--- src/rtl/x_byte_des_arb.sv ---
`default_nettype none
// ============================================================================
// Module   : x_byte_des_arb
// Purpose  : Frame-level arbiter in front of x_byte_des. Shares the single
//            byte input of the deserializer between N_REQ byte-stream
//            requesters. One requester is locked for a whole BYTES-byte
//            frame; ownership rotates round-robin between frames. A stalled
//            frame is padded with 0x00 after TIMEOUT idle cycles, so the
//            downstream 64-bit word alignment is never lost.
// Revision : 1.0  initial release
// ----------------------------------------------------------------------------
// Ports
//   i_clk          in   1            clock
//   i_rst          in   1            asynchronous reset, active-low
//   i_req_valid    in   N_REQ        requester i presents i_req_byte[i*8+:8]
//   i_req_byte     in   N_REQ*8      requester byte lanes
//   o_req_ready    out  N_REQ        byte taken from requester i (valid&ready)
//   o_des_valid    out  1            byte strobe towards x_byte_des
//   o_des_cmd      out  8            byte towards x_byte_des
//   o_owner        out  clog2(N_REQ) current / last granted requester
//   o_busy         out  1            high while a frame is locked or flushing
//   o_frame_done   out  1            pulse with the last byte of a full frame
//   o_frame_abort  out  1            pulse with the last pad byte of a frame
// ============================================================================
module x_byte_des_arb #(
  parameter  int N_REQ   = 2,
  parameter  int BYTES   = 8,
  parameter  int TIMEOUT = 255,
  localparam int OWNER_W = $clog2(N_REQ)
) (
  input  logic                 i_clk,
  input  logic                 i_rst,
  input  logic [N_REQ-1:0]     i_req_valid,
  input  logic [N_REQ*8-1:0]   i_req_byte,
  output logic [N_REQ-1:0]     o_req_ready,
  output logic                 o_des_valid,
  output logic [7:0]           o_des_cmd,
  output logic [OWNER_W-1:0]   o_owner,
  output logic                 o_busy,
  output logic                 o_frame_done,
  output logic                 o_frame_abort
);

  localparam int CNT_W = (BYTES > 1) ? $clog2(BYTES) : 1;
  localparam int TMR_W = (TIMEOUT > 0) ? $clog2(TIMEOUT + 1) : 1;

  localparam logic [CNT_W-1:0]   C_LAST_CNT = CNT_W'(BYTES - 1);
  localparam logic [TMR_W-1:0]   C_TIMEOUT  = TMR_W'(TIMEOUT);
  localparam logic [OWNER_W-1:0] C_LAST_REQ = OWNER_W'(N_REQ - 1);

  localparam logic [1:0] ST_IDLE  = 2'd0;
  localparam logic [1:0] ST_LOCK  = 2'd1;
  localparam logic [1:0] ST_FLUSH = 2'd2;

  logic [1:0]         state_q,      state_d;
  logic [OWNER_W-1:0] owner_q,      owner_d;
  logic [OWNER_W-1:0] last_owner_q, last_owner_d;
  logic [CNT_W-1:0]   cnt_q,        cnt_d;
  logic [TMR_W-1:0]   timer_q,      timer_d;
  logic               des_valid_q,  des_valid_d;
  logic [7:0]         des_cmd_q,    des_cmd_d;
  logic               done_q,       done_d;
  logic               abort_q,      abort_d;

  logic [OWNER_W-1:0] w_pick;
  logic [OWNER_W-1:0] w_cand;
  logic               w_found;
  logic               w_xfer;
  logic [7:0]         w_owner_byte;

  // Round-robin search starting one past the last frame owner. Reset sets
  // last_owner to N_REQ-1 so requester 0 is the first one examined.
  always_comb begin
    w_pick  = last_owner_q;
    w_found = 1'b0;
    w_cand  = last_owner_q;
    for (int k = 0; k < N_REQ; k++) begin
      w_cand = (w_cand == C_LAST_REQ) ? '0 : w_cand + OWNER_W'(1);
      if (!w_found && i_req_valid[w_cand]) begin
        w_found = 1'b1;
        w_pick  = w_cand;
      end
    end
  end

  // Ready is combinational so the owner streams one byte per cycle.
  assign o_req_ready  = (state_q == ST_LOCK) ? (N_REQ'(1) << owner_q) : '0;
  assign w_xfer       = |(i_req_valid & o_req_ready);
  assign w_owner_byte = i_req_byte[{owner_q, 3'b000} +: 8];

  always_comb begin
    state_d      = state_q;
    owner_d      = owner_q;
    last_owner_d = last_owner_q;
    cnt_d        = cnt_q;
    timer_d      = timer_q;
    des_valid_d  = 1'b0;
    des_cmd_d    = 8'h00;
    done_d       = 1'b0;
    abort_d      = 1'b0;

    case (state_q)
      ST_IDLE: begin
        if (|i_req_valid) begin
          owner_d = w_pick;
          cnt_d   = '0;
          timer_d = '0;
          state_d = ST_LOCK;
        end
      end

      ST_LOCK: begin
        // A transfer always beats a timeout landing in the same cycle.
        if (w_xfer) begin
          des_valid_d = 1'b1;
          des_cmd_d   = w_owner_byte;
          timer_d     = '0;
          if (cnt_q == C_LAST_CNT) begin
            cnt_d        = '0;
            done_d       = 1'b1;
            last_owner_d = owner_q;
            state_d      = ST_IDLE;
          end else begin
            cnt_d = cnt_q + CNT_W'(1);
          end
        end else if (TIMEOUT != 0 && timer_q == C_TIMEOUT) begin
          timer_d = '0;
          state_d = ST_FLUSH;
        end else if (timer_q != '1) begin
          timer_d = timer_q + TMR_W'(1);
        end
      end

      ST_FLUSH: begin
        // Fill the rest of the frame with zero bytes, one per cycle.
        des_valid_d = 1'b1;
        if (cnt_q == C_LAST_CNT) begin
          cnt_d        = '0;
          abort_d      = 1'b1;
          last_owner_d = owner_q;
          state_d      = ST_IDLE;
        end else begin
          cnt_d = cnt_q + CNT_W'(1);
        end
      end

      default: begin
        state_d = ST_IDLE;
      end
    endcase
  end

  always_ff @(posedge i_clk or negedge i_rst) begin
    if (!i_rst) begin
      state_q      <= ST_IDLE;
      owner_q      <= '0;
      last_owner_q <= C_LAST_REQ;
      cnt_q        <= '0;
      timer_q      <= '0;
      des_valid_q  <= 1'b0;
      des_cmd_q    <= 8'h00;
      done_q       <= 1'b0;
      abort_q      <= 1'b0;
    end else begin
      state_q      <= state_d;
      owner_q      <= owner_d;
      last_owner_q <= last_owner_d;
      cnt_q        <= cnt_d;
      timer_q      <= timer_d;
      des_valid_q  <= des_valid_d;
      des_cmd_q    <= des_cmd_d;
      done_q       <= done_d;
      abort_q      <= abort_d;
    end
  end

  assign o_des_valid   = des_valid_q;
  assign o_des_cmd     = des_cmd_q;
  assign o_owner       = owner_q;
  assign o_busy        = (state_q == ST_LOCK) || (state_q == ST_FLUSH);
  assign o_frame_done  = done_q;
  assign o_frame_abort = abort_q;

endmodule
`default_nettype wire

--- config.mk ---
export PLATFORM = sky130hd
export DESIGN_NAME = x_byte_des_arb
export DESIGN_NICKNAME = d
export VERILOG_FILES = /design/src/rtl/x_byte_des_arb.sv
export SDC_FILE = /design/constraint.sdc
export NUM_CORES = 1
export LEC_CHECK = 0
export ABC_AREA = 1
export ABC_CLOCK_PERIOD_IN_PS = 4300
export CAP_MARGIN = 20
export CORE_UTILIZATION = 35
export CTS_CLUSTER_SIZE = 28
export DETAILED_ROUTE_END_ITERATION = 7
export GPL_ROUTABILITY_DRIVEN = 0
export SLEW_MARGIN = 10
export SYNTH_ARGS = -nofsm -noshare
export SYNTH_HDL_FRONTEND = slang
export SYNTH_SLANG_ARGS = --single-unit
--- constraint.sdc ---
create_clock -name i_clk -period 4.3 [get_ports i_clk]
set_input_delay 0.86 -clock i_clk [delete_from_list [all_inputs] [get_ports i_clk]]
set_output_delay 0.86 -clock i_clk [all_outputs]
set_load 0.005 [all_outputs]
After elaboration in Yosys (flattened, before gate mapping)

Cells that the tools add are included.
Widths: inputs -> output; s select.

Bits in registers: 26
Bits of input ports: 20

Order comparisons: 2
Shifts and indexed selects: 2
Bitwise gates (word level): 1
Muxes and demuxes: 35
Add/sub/neg operators: 4
Reduce and logical (&&, ||, !) cells: 14
Equal/unequal tests: 9

Operators with widths:

| cell                | count |
|---|---|
| $mux 8              | 6 |
| $mux 1              | 16 |
| $pmux 8 s2          | 1 |
| $shiftx 16x5->8     | 1 |
| $mux 2              | 5 |
| $mux 3              | 3 |
| $pmux 3 s3          | 1 |
| $add 8x1->8 const B | 1 |
| $eq 8x8->1 const B  | 1 |
| $ne 8x8->1 const B  | 1 |
| $pmux 2 s3          | 1 |
| $reduce_and 2->1    | 3 |
| $reduce_and 3->1    | 2 |
| $lt 1x2->1 const B  | 2 |
| $ne 2x2->1 const B  | 2 |
| $ne 4x2->1 const B  | 1 |
| $pmux 1 s2          | 2 |
| $reduce_bool 2->1   | 2 |
| $reduce_or 2->1     | 2 |
| $add 3x1->3 const B | 1 |
| $eq 3x3->1 const B  | 1 |
| $ne 3x2->1 const B  | 1 |
| $reduce_bool 3->1   | 1 |
| $add 1x1->1 const B | 2 |
| other kinds (8)     | 8 |

Depth between registers and ports, before layout

Depth after elaboration: 8
Gate-level depth with buffers: 11
Depth with buffers taken out: 11

Worst setup path after synthesis

OpenSTA, ideal clock, no wires.

Kind: reg2out
Start: register state_q[1]
End: output o_req_ready[0]
Cell stages (with the launch flop): 6
Slack: 2,395 ps
Arrival time: 1,045 ps
Cell sequence: dfrtp_1 > inv_1 > ha_1 > buf_4 > inv_1 > nor2_2

Longest elaborated chain between the ends: 2

Ends and longest elaborated chain:

| item                   | RTL line | source |
|---|---|---|
| from (decl)            | 55       | `logic [1:0] state_q, state_d;` |
| from (signal assigned) | 165      | `state_q <= state_d;` |
| $eq 2x1->1             | 87       | `assign o_req_ready = (state_q == ST_LOCK) ? (N_REQ'(1) << owner_q) : '0;` |
| $mux 2                 | 87       |  |
| to (decl)              | 35       | `output logic [N_REQ-1:0] o_req_ready,` |

No other way between the ends.

Worst setup path after layout

Ends and elaborated chain as after synthesis.

==> results.md <==
- Synth top area cells: dfrtp_1 (43%), nand2_1 (13%), inv_1 (6.7%), ha_1 (6.1%), nand3_1 (5.5%)
- CP max FO: 9
- Max Slew Vio Count: 0
- Failing checks: design-rule violations
- WL/cell: 11.07 um
- Setup bufs post-CTS: 0
- Port Buffers: 34
- Share of cells above drive strength 1: 8.372%
- FF-to-FF End: timer_q[7]
- CP Capture Type: output pin
- Uppermost layer routed: met4
- Synth unique cells: 27
- Register cell area after layout: 651.9 um2
- Ports: 35
- Met3 WL: 188 um
- EDFF count, synth: 0
- Synth async-reset ratio: 100.0%
- Die Width: 66.31 um
- Drt via density: 4.634
- Cts repair resizes: 0
- Clk sink count: 26
- GRT Util Overall: 14.93%
- R2r setup slk: 2.55 ns
- Area of the core: 3971 um2
- GRT Residual Overflow: 0
- Area of the multi-input gates: 666.9 um2
- CP endpoint: o_req_ready[0]
- Routed Antenna Nets: 0
- Worst-margin pin slew: 0.3534 ns
- Cell with the most instances after synthesis: nand2_1
- H-Tree Depth: 1
- Post-route insts no fill: 265
- Area delta synth->final: 30.08%
- Period minus WS final: 2.987 ns
- YS warnings: 0
- First-pass GRT wire length: 4995 um
- Crit Path Class: reg -> out
- CTS Buf Count: 3
- Initial DRC count: 22
- Residual DRC: 2
- 1st-pass router iterations: 6
- Mapped Avg Cell Area: 8.087 um2
- Clock-pin slew on the worst setup and hold paths: 0.08 ns
- Syn Nets: 206
- Area leader, netlist: dfrtp_1
- Synth top area share: 43.22%
- Status: finished, violations left
- P_leak: 0.9630 nW
- Worst setup SP type: flip-flop
- Placed cells: 261
- Detail Placement HPWL: 2263 um
- Flops & latches, synth: 26
- Final setup viols: 0
- Root Buffer: clkbuf_8
- CTS tree: built
- Initial Util: 36.45%
- Gate Count Post-Synth: 179
- CP Launch Point: state_q[1]
- Max Clock Freq: 334.8 MHz
- Max-cap viol count: 0
- Metal2 WL: 1341 um
- Cells on worst reg2reg path: 9
- Final Net Count: 243
- Met1 WL: 1368 um
- Vias post-DR: 1228
- Worst-Skew Late Latency: 0.26 ns
- Mapped Area: 1448 um2
- Tightest hold margin: 0.4933 ns
- Relative slew slack: 76.44%
- Number of global-route vias before repair: 1156
- Initial antenna violation count: 0
- CP arrival: 2.13 ns
- RSZ-0062 raised after global routing: false
- Top FF cell, synth: dfrtp_1
- Die Span Y: 66.31 um
- Most frequent cells after synthesis: nand2_1 (51), inv_1 (26), dfrtp_1 (25)
- Clock Skew: 0.001768 ns
- Tot Pwr: 0.9588 mW
- CTS max path bufs: 2
- Num rows: 23
- R2R Path Start: state_q[1]
- # fillers: 411
- Hold Vio Cnt, Final: 0
- Drt total wl: 2933 um
- Die area: 4397 um2
- Hold buffer count at CTS: 0
- VDD IR max: 0.2151 mV
- Hold Path Class: reg -> reg
- Post-synthesis sequential area ratio: 45.03%
- Total power divided by cell area: 509.2 nW/um2
- Diode count: 0
- Req. time, crit path: 3.44 ns
- Final Cycle Share: 69.47%
- Largest net degree at the start of global routing: 27
- Total negative slack: 0 ns
- Setup ws final: 1.313 ns
- Setup Slack @ Placement: 1.586 ns
## how the worst min path moves through the flow
stage | from | end | slack (ns) | cells after the start
2_1_floorplan | last_owner_q | last_owner_q | 0.46 | 2
3_3_place_gp | last_owner_q | last_owner_q | 0.47 | 2
3_5_place_dp | last_owner_q | last_owner_q | 0.48 | 2
4_1_cts | last_owner_q | last_owner_q | 0.49 | 2
5_1_grt | cnt_q[1] | cnt_q[1] | 0.54 | 2
6_report | last_owner_q | last_owner_q | 0.49 | 2
## layout make-up
type / instances / area share (%)
inverter: 29 / 5.781
multi-input combinational: 121 / 35.42
timing repair buffer: 35 / 18.47
tap: 50 / 3.322
clock buffer: 4 / 2.392
sequential: 26 / 34.62
## registers in the layout, indices dropped and copies added (netlist names)
| register | flops |
|---|---|
| o_frame_abort | 1 |
| timer_q | 8 |
| o_des_cmd | 8 |
| o_frame_done | 1 |
| cnt_q | 3 |
| last_owner_q | 1 |
| o_owner | 1 |
| state_q | 2 |
| o_des_valid | 1 |
## kinds of logic after synthesis
family / share of synthesized area, %
AO/OA/AOI/OAI: 10.37
buffers and inverters: 8.901
AND/OR/NAND/NOR: 29.04
adder cells (fa/ha/maj): 6.050
XOR/XNOR: 0.6051
flip-flops: 45.03
## layout by cell type (no fill, tap or decap)
master           netlist  layout
o21ai_0                4       4
a22o_1                 7       7
buf_4                  2       1
nor3_1                 2       2
nor2_2                 2       2
nand3_1               16      16
inv_1                 26      26
a21oi_1                3       3
dfrtp_1               25      25
or2_2                  1       1
dfstp_2                1       1
inv_2                  2       2
nand3_2                1       1
clkdlybuf4s50_1        0      34
o21bai_1               2       2
clkinv_1               1       1
nor2_1                11      11
nand2_4                4       4
nor2_4                 1       1
xor2_1                 1       1
nand4_1                1       1
o21ai_2                1       1
clkbuf_1               0       1
nand2_2                1       1
ha_1                   7       7
a32o_1                 1       1
o21ai_1                4       4
nand2_1               51      51
clkbuf_8               0       3
## worst max-delay path: stages (launching register included)
cell,delay [ns]
dfrtp_1,0.43
inv_1,0.09
ha_1,0.35
inv_1,0.15
nor2_2,0.27
clkdlybuf4s50_1,0.56
## where the power goes
group	total, mW	internal (mW)	switching [mW]
Clock	0.138	0.0662	0.0717
Sequential	0.328	0.291	0.0367
Combinational	0.493	0.206	0.287
## through the flow
stage	cell area [um2]	util (%)
after floorplan	1448	-
after global placement	1838	46.28
after detailed placement	1838	46.28
after CTS	1883	47.42
after global routing	1883	47.42
final	1883	47.42
## metal layers
| layer | up-vias | track usage (%) |
|---|---|---|
| met5 | - | 0 |
| met4 | 0 | 4.787 |
| met3 | 4 | 3.448 |
| met2 | 34 | 26.15 |
| met1 | 554 | 17.88 |
| li1 | 636 | - |
No activity file was read; power rests on OpenSTA's default activity.
